<file path="src/rtl/dilithium_verify_feeder.sv">
// Verify-mode front end for the dilithium core: frames one host word stream
// into sections, passes them straight through to the core and collects the verdict.
module dilithium_verify_feeder #(
  parameter int unsigned W     = 64,
  parameter int unsigned CYC_W = 32
) (
  input  logic             clk,
  input  logic             rst,
  input  logic             go,
  input  logic [2:0]       sec_lvl,
  input  logic             s_valid,
  output logic             s_ready,
  input  logic [W-1:0]     s_data,
  output logic             core_start,
  output logic [2:0]       core_sec_lvl,
  output logic             core_valid_i,
  input  logic             core_ready_i,
  output logic [W-1:0]     core_data_i,
  input  logic             core_valid_o,
  output logic             core_ready_o,
  input  logic [W-1:0]     core_data_o,
  output logic             busy,
  output logic             done,
  output logic             accept,
  output logic             err,
  output logic [CYC_W-1:0] cycles
);

  localparam int unsigned WCNT_W = 32;
  localparam int unsigned MSGN_W = 30;
  localparam logic [CYC_W-1:0] CYC_MAX = '1;

  typedef enum logic [3:0] {
    IDLE, START, RHO, C, Z, T1, MLEN, MSG, H, RESULT, DONE
  } state_t;

  state_t              state, state_nx;
  logic [WCNT_W-1:0]   wcnt;
  logic [WCNT_W-1:0]   sec_len_c;
  logic [MSGN_W-1:0]   msg_words;
  logic [MSGN_W-1:0]   msg_n_c;
  logic [CYC_W-1:0]    cyc_cnt;
  logic [CYC_W-1:0]    cyc_sat_c;
  logic [31:0]         len_c;
  logic                load_c, hs_c, last_c, lvl_ok_c, res_hs_c;
  logic                unused_res_c;

  assign lvl_ok_c  = (sec_lvl == 3'b010) || (sec_lvl == 3'b011) || (sec_lvl == 3'b101);
  assign res_hs_c  = (state == RESULT) && core_valid_o && core_ready_o;
  assign cyc_sat_c = (cyc_cnt == CYC_MAX) ? CYC_MAX : cyc_cnt + CYC_W'(1);
  assign unused_res_c = ^core_data_o[W-1:1];

  // Message length in 64-bit words; a zero-length message still carries one pad word
  assign len_c   = s_data[31:0];
  assign msg_n_c = (len_c == 32'd0) ? MSGN_W'(1)
                 : MSGN_W'(len_c[31:3]) + MSGN_W'(len_c[2:0] != 3'd0);

  // Zero-latency pass-through, gated to the load states
  assign s_ready      = load_c & core_ready_i;
  assign core_valid_i = load_c & s_valid;
  assign core_data_i  = load_c ? s_data : '0;

  always_ff @(posedge clk or posedge rst) begin
    if (rst) state <= IDLE;
    else     state <= state_nx;
  end

  always_comb begin
    state_nx  = state;
    sec_len_c = WCNT_W'(1);
    load_c    = 1'b0;
    hs_c      = 1'b0;
    last_c    = 1'b0;

    case (state)
      RHO, C: sec_len_c = WCNT_W'(4);
      Z: case (core_sec_lvl)
           3'b010:  sec_len_c = WCNT_W'(288);
           3'b011:  sec_len_c = WCNT_W'(400);
           default: sec_len_c = WCNT_W'(560);
         endcase
      T1: case (core_sec_lvl)
            3'b010:  sec_len_c = WCNT_W'(160);
            3'b011:  sec_len_c = WCNT_W'(240);
            default: sec_len_c = WCNT_W'(320);
          endcase
      MSG: sec_len_c = WCNT_W'(msg_words);
      H: sec_len_c = (core_sec_lvl == 3'b011) ? WCNT_W'(8) : WCNT_W'(11);
      default: sec_len_c = WCNT_W'(1);
    endcase

    load_c = state inside {RHO, C, Z, T1, MLEN, MSG, H};
    hs_c   = load_c & s_valid & core_ready_i;
    last_c = (wcnt == sec_len_c - WCNT_W'(1));

    case (state)
      IDLE:   if (go) state_nx = lvl_ok_c ? START : DONE;
      START:  state_nx = RHO;
      RHO:    if (hs_c && last_c) state_nx = C;
      C:      if (hs_c && last_c) state_nx = Z;
      Z:      if (hs_c && last_c) state_nx = T1;
      T1:     if (hs_c && last_c) state_nx = MLEN;
      MLEN:   if (hs_c && last_c) state_nx = MSG;
      MSG:    if (hs_c && last_c) state_nx = H;
      H:      if (hs_c && last_c) state_nx = RESULT;
      RESULT: if (res_hs_c) state_nx = DONE;
      DONE:   state_nx = IDLE;
      default: state_nx = IDLE;
    endcase
  end

  // Registered control outputs, section counters and job results
  always_ff @(posedge clk or posedge rst) begin
    if (rst) begin
      wcnt         <= '0;
      msg_words    <= '0;
      cyc_cnt      <= '0;
      core_start   <= 1'b0;
      core_sec_lvl <= 3'b000;
      core_ready_o <= 1'b0;
      busy         <= 1'b0;
      done         <= 1'b0;
      accept       <= 1'b0;
      err          <= 1'b0;
      cycles       <= '0;
    end else begin
      core_start   <= (state_nx == START);
      core_ready_o <= (state_nx == RESULT);
      busy         <= (state_nx != IDLE);
      done         <= (state_nx == DONE);

      if (hs_c)         wcnt <= last_c ? '0 : wcnt + WCNT_W'(1);
      else if (!load_c) wcnt <= '0;

      if (hs_c && (state == MLEN)) msg_words <= msg_n_c;

      if ((state == IDLE) && go) begin
        accept  <= 1'b0;
        err     <= !lvl_ok_c;
        cycles  <= '0;
        cyc_cnt <= '0;
        if (lvl_ok_c) core_sec_lvl <= sec_lvl;
      end else if ((state != IDLE) && (state != DONE)) begin
        cyc_cnt <= cyc_sat_c;
      end

      // Bit 0 of the core result word set means the signature was rejected
      if (res_hs_c) begin
        accept <= ~core_data_o[0];
        cycles <= cyc_sat_c;
      end
    end
  end

endmodule

</file>
<file path="config.mk">
export PLATFORM = sky130hd
export DESIGN_NAME = dilithium_verify_feeder
export DESIGN_NICKNAME = d
export VERILOG_FILES = /design/src/rtl/dilithium_verify_feeder.sv
export SDC_FILE = /design/constraint.sdc
export NUM_CORES = 1
export LEC_CHECK = 0
export BUFFER_PORTS_ARGS = -buffer_cell sky130_fd_sc_hd__buf_2
export CAP_MARGIN = 30
export CORE_MARGIN = 4
export CORE_UTILIZATION = 59
export DETAILED_ROUTE_END_ITERATION = 16
export PLACE_DENSITY = 0.94
export SLEW_MARGIN = 40
export SYNTH_ARGS = -nofsm -noshare
export SYNTH_HDL_FRONTEND = slang
export SYNTH_SLANG_ARGS = --single-unit
</file>
<file path="constraint.sdc">
create_clock -name clk -period 10.1 [get_ports clk]
set_input_delay 1.01 -clock clk [delete_from_list [all_inputs] [get_ports clk]]
set_output_delay 1.01 -clock clk [all_outputs]
set_load 0.01 [all_outputs]
</file>
==> Yosys cells after proc, flatten, opt, wreduce, memory -nomap -nowiden <==
Index checks and enable logic that the tools add are counted.
{ "word_totals": {"inputBits": 137, "elab_cells": 87, "mem_bits_ro": 0, "mem_count": 0, "out_inout_bits": 107, "mem_bits_rw": 0, "regBits": 139, "latch_bits": 0} }
{ "op_classes": {"muxes": 27, "div_mod_pow": 0, "n_reduce_logical": 19, "addsub": 4, "shift": 0, "n_lt_le_gt_ge": 0, "n_eq_ne": 21, "bitwise_logic": 4, "mul": 0} }
{ "ops": {"columns": ["op", "n"], "rows": [
  ["$mux W32", 8],
  ["$pmux W30 S5", 1],
  ["$add A32 B1 Y32 const B", 2],
  ["$mux W64", 1],
  ["$mux W4", 10],
  ["$pmux W4 S10", 1],
  ["$eq A32 B32 Y1", 1],
  ["$eq A32 B32 Y1 const B", 1],
  ["$logic_not A32 Y1", 1],
  ["$sub A32 B1 Y32 const B", 1],
  ["$add A29 B1 Y30", 1],
  ["$mux W30", 1],
  ["$pmux W10 S2", 1],
  ["$pmux W9 S2", 1],
  ["$eq A4 B3 Y1 const B", 4],
  ["$eq A4 B4 Y1 const B", 4],
  ["$eq A3 B2 Y1 const B", 4],
  ["$eq A4 B1 Y1 const B", 2],
  ["$eq A4 B2 Y1 const B", 2],
  ["$reduce_bool A4 Y1", 2],
  ["$reduce_bool A7 Y1", 1],
  ["$logic_and A1 B1 Y1", 6],
  ["$logic_not A4 Y1", 1],
  ["$ne A4 B4 Y1 const B", 1],
  ["12 further kinds", 17]
]} }

==> Logic depth before layout (Yosys ltp) <==
Gate-level depths: netlist of run 1.
{ "logic_depth": {"word_depth": 9, "mapped_depth": 16} }

==> Least setup slack after synthesis of run 1 <==
No wires, ideal clock.
{ "synth_path": {"path_type": "register to register", "from": "register state[0]", "to": "register wcnt[15]", "t_arrival_ps": 3698, "path_buffers": 3, "period_less_slack_ps": 3840, "path_slack_ps": 6260, "path_stages_with_launch": 17, "setup_ps": 141, "cell_sequence": "dfrtp_1 > clkbuf_1 > clkbuf_1 > nand2b_1 > a31oi_1 > or2_2 > ha_1 > o21ai_1 > or3_1 > nor3_1 > o221ai_1 > a2111oi_0 > o2111a_1 > nand4_4 > buf_2 > nand4_1 > o311ai_2"} }
{ "synth_between": {"elab_chain_cells": 7} }
{ "synth_lines": {"columns": ["item", "line", "text"], "rows": [
  ["from (decl)", "37", "state_t state, state_nx;"],
  ["from (signal assigned)", "65", "else state <= state_nx;"],
  ["$eq A4 B2 Y1", "75, 92", null],
  ["$reduce_or A2 Y1", "75", "case (state)"],
  ["$pmux W30 S5", "75", null],
  ["$sub A32 B1 Y32", "94", "last_c = (wcnt == sec_len_c - WCNT_W'(1));"],
  ["$eq A32 B32 Y1", "94", null],
  ["$mux W32 (2 in a row)", "132", "if (hs_c) wcnt <= last_c ? '0 : wcnt + WCNT_W'(1);"],
  ["to (signal assigned)", "132", null],
  ["to (decl)", "38", "logic [WCNT_W-1:0] wcnt;"]
]} }
Several ways; a longest one is shown, not always the timed one.
A chain may end at the register's enable or synchronous reset.

==> Worst setup path after layout of run 1 <==
{ "layout_path": {"from": "register state[0]", "to": "register wcnt[5]"} }
The elaborated chain is that of the path after synthesis.

==> results.yml, run 1 <==
layout:
  nets: 1489
  area_growth_pct: 15.58
  drive_above_1_share: 0.1884
critical_path:
  crit_start: "state[0]"
  reg2reg_from: "state[0]"
  cp.arrival_ns: 5.59
  slowest_stage: "or4b_1"
  cp-start-kind: "flip-flop"
  critPathKind: "reg2reg"
  critPathMaxFanout: 31
  cp_cell_sequence: "or4b_1, nor2_1, or2_2, ha_1, o21ai_1, or3_1, nor3_1, o221ai_1, a2111oi_0, o2111a_1, nand4_4, nand2_4, o211ai_1"
  critPathRequiredTime_ns: 10.39
  cp-end-kind: "flip-flop"
  rrSetupSlack_ns: 4.80
  cp_slowest_stage_delay_ns: 0.77
min_path:
  hold_start: "err"
  hold_path.class: "reg2reg"
pwr:
  peakVddDrop_v: 0.0001630
  powerDensity_mw_per_mm2: 205.9
  leakagePower_nw: 4.900
placement:
  gp_congestion: 0.9924
  place_hpwl_um: 21380
  place_ws_ns: 4.881
  portBuffers: 180
global_route:
  antenna_found_initial: 2
  overflow: 0
  track_usage: 0.3186
  grt_pass1_vias: 9297
  grt_max_degree: 80
  grt_first_pass_wirelength_um: 48230
timing:
  hold_viol_final: 0
  relSlewSlack: 0.4786
  skew_ns: 0.01093
  period_share: 0.5246
  finalSetupTns_ns: 0
  setup_viol: 0
  report.final.slew_viol_count: 0
  period_needed_ns: 5.298
  max_freq_mhz: 188.7
  fin_ws_ns: 4.802
  rsz0062_at_grt: "false"
  tightest_slew_ns: 0.7750
floorplanning:
  coreArea_mm2: 0.01647
  die_h_um: 137.3
  io_pins: 244
  die_area_mm2: 0.01886
  rows: 47
  die_w_um: 137.3
  initial_utilization: 0.5993
route:
  vias: 10190
  drc_errors: 0
  wire_per_inst_um: 19.02
  vias_per_cell: 6.451
  drtIter0Drc: 1339
  ant_nets: 0
  routed_wl_um: 30050
  drtPass1Iterations: 6
clock_network:
  cts_hold_buf: 0
  cts-root-buf: "clkbuf_16"
  clkLatencyLatePin_ns: 0.43
  htreeDepth: 4
  cts-resized-gates: 0
  numCtsBuffers: 17
  cts_sinks: 139
  clk_pin_slew_ns: 0.07
  clock_path_buffers: 2
  cts_tree: "done"
  post_cts_buffers: 0
yosys:
  synth_cell_types: 81
  syn_area_per_cell_um2: 8.016
  synth-main-ff-cell: "dfrtp_1"
  syn_inst: 1231
  ys_seq_area_frac: 0.3525
  synth_edf_count: 0
  ys_ff_latch: 139
  syn_area_mm2: 0.009868
  yosysWarnings: 0
  syn-num-nets: 1373
  ys_async_sr_fraction: 1.000
run:
  cap_viol_max_count: 0
status:
  status: "completed"
==> stage by stage <==
stage | util | instances | area [um^2] | hold slack [ns] | power (mW)
floorplan | - | 1231 | 9868 | 0.4502 | 1.348
global placement | 0.6521 | 1548 | 10740 | 0.4603 | 1.614
detailed placement | 0.6526 | 1548 | 10750 | 0.4935 | 1.639
CTS | 0.6915 | 1579 | 11390 | 0.5095 | 2.327
global route | 0.6926 | 1579 | 11400 | 0.5349 | 2.463
finish | 0.6927 | 1580 | 11410 | 0.5061 | 2.348
==> state kept, by name, indices dropped and copies added (netlist names) <==
name,count
wcnt,32
cycles,32
msg_words,30
err,1
state,4
accept,1
cyc_cnt,32
busy,1
core_sec_lvl,3
done,1
core_ready_o,1
core_start,1
==> layout by cell type, fill, tap and decap left out, drive strengths merged, types with 14 or more instances in the layout <==
cell,n
nor4,21
a311oi,16
inv,34
nand2,149
a31oi,33
nor2,85
and2,77
buf,189
nand4,29
nand3,60
clkbuf,20
xnor2,62
dfrtp,139
o311ai,14
nor3,35
a21oi,93
xor2,35
o21ai,83
and3,17
==> final timing paths <==
check,to,cells after the start
setup / recovery,wcnt[5],13
hold / removal,err,1
setup reg to reg,wcnt[5],13
hold reg to reg,err,1
max in group asynchronous,state[0],3
min in group asynchronous,cycles[10],2
==> critical path: cells and delay by family, from the launching register on <==
family / cells / cell delay, ns
simple gates: 7 / 2.99
compound gates: 5 / 1.37
fa+ha+maj: 1 / 0.18
flops: 1 / 0.59
==> per-layer routing <==
layer | global-route usage | routed length (um) | vias to the layer above
met1 | 0.4394 | 12290 | 4812
met5 | 0 | 26 | -
met4 | 0.07927 | 660 | 4
li1 | - | - | 4668
met2 | 0.5161 | 14220 | 625
met3 | 0.06501 | 2856 | 83
==> synth_stat cells, types with 27 or more instances <==
library cell / count / area, um^2
nor2_1: 85 / 319.1
clkbuf_1: 78 / 292.8
xor2_1: 35 / 306.5
inv_1: 30 / 112.6
a31oi_1: 33 / 206.5
dfrtp_1: 139 / 3478
xnor2_1: 62 / 543.0
and2_1: 76 / 475.5
nor3_1: 33 / 165.2
nand2_1: 148 / 555.5
nand3_1: 60 / 300.3
a21oi_1: 93 / 465.5
o21ai_0: 67 / 335.3
nand4_1: 27 / 168.9
==> power by group <==
part	internal [mW]	switching [mW]
clock	0.430	0.259
combinational	0.353	0.626
sequential	0.600	0.0806
==> layout make-up <==
cell class                      instances  area, um^2
Tap cell                              220       275.3
Multi-Input combinational cell        970        5918
Inverter                               30       117.6
Fill cell                            1279        5060
Sequential cell                       139        3480
Timing Repair Buffer                  189       972.2
Clock buffer                           20       456.7
Antenna cell                            1       2.502
Clock inverter                         11       183.9
==> kinds of logic (layout without fill, tap and decap cells) <==
| kind of cell | Yosys count | in the layout | share of synthesized area |
|---|---|---|---|
| xor gates and xnor gates | 97 | 97 | 0.08609 |
| DFF | 139 | 139 | 0.3525 |
| other | 0 | 1 | 0 |
| adders and majority gates | 5 | 5 | 0.006340 |
| AOI/OAI and AO/OA | 306 | 306 | 0.1991 |
| buffers and inverters | 122 | 250 | 0.05008 |
| muxes | 12 | 12 | 0.01268 |
| and+or+nand+nor | 550 | 550 | 0.2933 |
(Power assumes the default switching activity.)
==> run 2: changes to the inputs <==
--- a/config.mk
+++ b/config.mk
@@ -8,9 +8,9 @@
 export BUFFER_PORTS_ARGS = -buffer_cell sky130_fd_sc_hd__buf_2
 export CAP_MARGIN = 30
 export CORE_MARGIN = 4
-export CORE_UTILIZATION = 59
+export CORE_UTILIZATION = 55
 export DETAILED_ROUTE_END_ITERATION = 16
-export PLACE_DENSITY = 0.94
+export PLACE_DENSITY = 0.89
 export SLEW_MARGIN = 40
 export SYNTH_ARGS = -nofsm -noshare
 export SYNTH_HDL_FRONTEND = slang
==> constraint.sdc (replaced) <==
create_clock -name clk -period 5.1 [get_ports clk]
set_input_delay 0.51 -clock clk [delete_from_list [all_inputs] [get_ports clk]]
set_output_delay 0.51 -clock clk [all_outputs]
set_load 0.01 [all_outputs]
==> results.yml, run 2 (same netlist as run 1, synthesis figures left out) <==
pwr:
  p_seq_frac: 0.279
  switching_share: 0.4261
  power_frac_clock: 0.285
  p_switching_mw: 1.975
  peakVddDrop_v: 0.0002860
  powerDensity_mw_per_mm2: 405.2
  comb_power_share: 0.436
  p_int_mw: 2.660
  leakagePower_nw: 4.932
route:
  drtIter0Drc: 862
  drc_errors: 0
  vias_per_cell: 6.316
  drtPass1Iterations: 6
  vias: 10070
  routed_wl_um: 30030
  wire_per_inst_um: 18.84
  ant_nets: 0
critical_path:
  cp-start-kind: "flip-flop"
  critPathRequiredTime_ns: 5.43
  cp-end-kind: "flip-flop"
  critPathKind: "reg2reg"
  reg2reg_to: "wcnt[25]"
  cp.arrival_ns: 4.88
  reg2reg_from: "state[3]"
  critPathMaxFanout: 27
  r2r_cells: 13
  rrSetupSlack_ns: 0.54
timing:
  report.final.slew_viol_count: 0
  max_freq_mhz: 219.5
  tightest_slew_ns: 0.8129
  rsz0062_at_grt: "false"
  period_share: 0.8933
  fin_ws_ns: 0.5440
  period_needed_ns: 4.556
  finalSetupTns_ns: 0
  relSlewSlack: 0.4565
  setup_viol: 0
  hold_viol_final: 0
  skew_ns: 0.01452
run:
  cap_viol_max_count: 0
layout:
  nets: 1497
  layout_commonest_cell: "buf_2"
  largestRegisters: "cyc_cnt (32), cycles (32), wcnt (32)"
  drive_above_1_share: 0.1923
  finalNonFillerCells: 1594
  area_growth_pct: 15.94
  layout_common_cells: "buf_2, nand2_1, dfrtp_1"
  design_area_mm2: 0.01144
floorplanning:
  die_w_um: 142.0
  die_area_mm2: 0.02015
  coreArea_mm2: 0.01742
  io_pins: 244
  die_h_um: 142.0
  rows: 48
  initial_utilization: 0.5666
global_route:
  grt_first_pass_wirelength_um: 49450
  grt_pass1_vias: 9503
  overflow: 0
  track_usage: 0.3010
  grt_max_degree: 91
  antenna_found_initial: 4
clock_network:
  cts-root-buf: "clkbuf_16"
  cts-resized-gates: 0
  cts_tree: "done"
  clkLatencyLatePin_ns: 0.44
  htreeDepth: 4
  post_cts_buffers: 0
  clock_path_buffers: 2
  numCtsBuffers: 17
  cts_sinks: 139
  clk_pin_slew_ns: 0.07
  cts_hold_buf: 0
placement:
  placed_cells: 1561
  place_hpwl_um: 21650
  place_ws_ns: 0.6266
  portBuffers: 180
  placed_area_mm2: 0.01081
  gp_congestion: 0.9920
min_path:
  hold_path.class: "in2async"
status:
  status: "completed"
[run 2: cell types whose count changed in the layout (fill, tap and decap cells not counted), moves of 2 or more]
cell / before / now
buf_4: 8 / 17
bufinv_16: 4 / 2
clkbuf_8: 2 / 0
inv_8: 1 / 6
[run 2: area by class of cell]
| cell class | count | area, um^2 |
|---|---|---|
| clock inverters | 15 | 193.9 |
| flip-flops and latches | 139 | 3478 |
| repair buffers | 197 | 1028 |
| clock buffers | 17 | 425.4 |
| inverters | 30 | 120.1 |
| well taps | 225 | 281.5 |
| multi-input cells | 970 | 5911 |
| diodes | 1 | 2.502 |
| fillers | 1417 | 5976 |
[run 2: how the worst max path moves through the flow]
stage,start,slack (ns),endpoint,depth (start not counted)
after floorplan,rst,0.87,accept,1
after global placement,state[3],0.75,wcnt[18],13
after detailed placement,state[3],0.63,wcnt[25],13
after CTS,state[3],0.61,wcnt[25],13
after global routing,state[3],0.20,wcnt[4],14
final,state[3],0.54,wcnt[25],13
[run 2: per-layer routing]
layer	GRT usage	wire, um	vias to the layer above
li1	-	-	4687
met1	0.4136	13040	4894
met2	0.4825	14080	431
met3	0.07392	2446	50
met4	0.07576	427	6
met5	0	38	-
[run 2: power groups by stage]
stage	Sequential (mW)	Combinational, mW	Clock, mW
after global routing	1.31	2.19	1.38
after floorplan	1.28	1.39	0
after global placement	1.30	1.93	0
after CTS	1.29	2.00	1.33
final	1.29	2.02	1.32
after detailed placement	1.31	1.98	0
[run 2: worst max-delay path, cell delays in order (launching register included)]
cell,delay (ns)
dfrtp_1,0.49
or4b_1,0.65
nor2_1,0.23
or2_2,0.15
ha_1,0.18
o21ai_1,0.13
or3_1,0.42
nor4_1,0.58
mux2_2,0.40
o211a_1,0.13
and4b_1,0.25
nand4_4,0.22
nand2_4,0.25
o311ai_1,0.37
[run 2: per-stage QoR]
step                total power, mW  utilization  hold slack [ns]
floorplan                     2.669            -           0.4502
detailed placement            3.286       0.6205           0.4755
CTS                           4.610       0.6560           0.2764
global placement              3.239       0.6203           0.4576
global route                  4.887       0.6569           0.2182
finish                        4.636       0.6569           0.1712
==> run 3: changes to the inputs <==
--- a/config.mk
+++ b/config.mk
@@ -11,6 +11,7 @@
 export CORE_UTILIZATION = 55
 export DETAILED_ROUTE_END_ITERATION = 16
 export PLACE_DENSITY = 0.89
+export RECOVER_POWER = 25
 export SLEW_MARGIN = 40
 export SYNTH_ARGS = -nofsm -noshare
 export SYNTH_HDL_FRONTEND = slang
==> results.yml, run 3 (same netlist as run 1, synthesis figures left out) <==
route:
  wire_per_inst_um: 18.93
  vias_per_cell: 6.339
  drtPass1Iterations: 5
  vias: 10110
  drtIter0Drc: 869
  ant_nets: 0
  drc_errors: 0
  routed_wl_um: 30170
pwr:
  powerDensity_mw_per_mm2: 406.0
  finalPower_mw: 4.641
  leakagePower_nw: 4.926
  peakVddDrop_v: 0.0002865
clock_network:
  post_cts_buffers: 0
  clk_pin_slew_ns: 0.07
  clkLatencyLatePin_ns: 0.43
  cts-root-buf: "clkbuf_16"
  cts-resized-gates: 0
  cts_hold_buf: 0
  clock_path_buffers: 2
  numCtsBuffers: 17
  htreeDepth: 4
  cts_sinks: 139
  cts_tree: "done"
global_route:
  overflow: 0
  met3_usage: 0.07392
  grtUsageMet2: 0.4825
  grt_max_degree: 91
  antenna_found_initial: 4
  grt_use_met1: 0.4136
  grt_first_pass_wirelength_um: 49450
  top_usage_layer: "met2"
  track_usage: 0.3010
  grt_pass1_vias: 9503
layout:
  nets: 1497
  layout_common_cells: "buf_2, nand2_1, dfrtp_1"
  drive_above_1_share: 0.1908
  largestRegisters: "cyc_cnt (32), cycles (32), wcnt (32)"
  layout_commonest_cell: "buf_2"
  area_growth_pct: 15.82
  post-route-util: 0.6563
  nFillCells: 1419
min_path:
  whs_path_depth: 2
  hold_path.class: "in2reg"
timing:
  skew_ns: 0.01294
  period_needed_ns: 4.555
  hold_viol_final: 0
  period_share: 0.8932
  tightest_slew_ns: 3.402
  report.final.slew_viol_count: 91
  finalSetupTns_ns: 0
  max_freq_mhz: 219.5
  rsz0062_at_grt: "false"
  setup_viol: 0
  relSlewSlack: -1.270
floorplanning:
  initial_utilization: 0.5666
  io_pins: 244
  die_w_um: 142.0
  die_h_um: 142.0
  coreArea_mm2: 0.01742
  die_area_mm2: 0.02015
  rows: 48
critical_path:
  cp-start-kind: "flip-flop"
  r2r_cells: 13
  critPathMaxFanout: 27
  critPathKind: "reg2reg"
  critPathRequiredTime_ns: 5.43
  cp-end-kind: "flip-flop"
  cp.arrival_ns: 4.88
placement:
  portBuffers: 180
  place_hpwl_um: 21650
  gp_congestion: 0.9920
run:
  cap_viol_max_count: 1
status:
  status: "complete, but fails checks"
  violations: "capacitance limit, slew limit"
==> run 3: path summary, 6_finish.rpt <==
kind                                      from       endpoint  slack [ns]
worst max register to register        state[3]       wcnt[25]        0.54
worst min register to register             err            err        0.49
min in group asynchronous                  rst     cycles[17]        1.32
worst max-delay path                  state[3]       wcnt[25]        0.54
worst min-delay path            core_data_o[0]         accept        0.29
max in group asynchronous                  rst  msg_words[25]        1.13
==> run 3: critical path, cell delays in order (launching register included) <==
cell	delay, ns
dfrtp_1	0.48
or4b_1	0.65
nor2_1	0.23
or2_2	0.15
ha_1	0.18
o21ai_1	0.13
or3_1	0.42
nor4_1	0.58
mux2_2	0.40
o211a_1	0.13
and4b_1	0.25
nand4_4	0.22
nand2_4	0.25
o311ai_1	0.37
==> run 3: through the flow <==
stage          instances  hold slack [ns]  area [um^2]  setup WS (ns)
2_1_floorplan       1231           0.4502         9868         0.8655
3_3_place_gp        1561           0.4576        10800         0.7532
3_5_place_dp        1561           0.4755        10810         0.6266
4_1_cts             1593           0.2764        11430         0.6090
5_1_grt             1594           0.3044        11430         0.2024
6_report            1594           0.2889        11430         0.5447
==> run 3: power by group <==
part	internal [mW]	total, mW	switching, mW	leakage, nW
registers	1.19	1.29	0.108	1.91
clock network	0.750	1.32	0.575	0.305
logic	0.723	2.02	1.30	2.71
==> run 3: cell type report <==
type | count | area (um^2) | share of cell area
Antenna cell | 1 | 2.502 | 0.0002189
Clock buffer | 17 | 425.4 | 0.03722
Clock inverter | 15 | 193.9 | 0.01697
Inverter | 30 | 112.6 | 0.009852
Multi-Input combinational cell | 970 | 5911 | 0.5171
Sequential cell | 139 | 3478 | 0.3043
Tap cell | 225 | 281.5 | 0.02463
Timing Repair Buffer | 197 | 1025 | 0.08966
==> run 3: per-layer routing <==
layer | share of wire | vias to the layer above
li1 | - | 4684
met1 | 0.43 | 4942
met2 | 0.47 | 427
met3 | 0.077 | 46
met4 | 0.014 | 6
met5 | 0.0013 | -
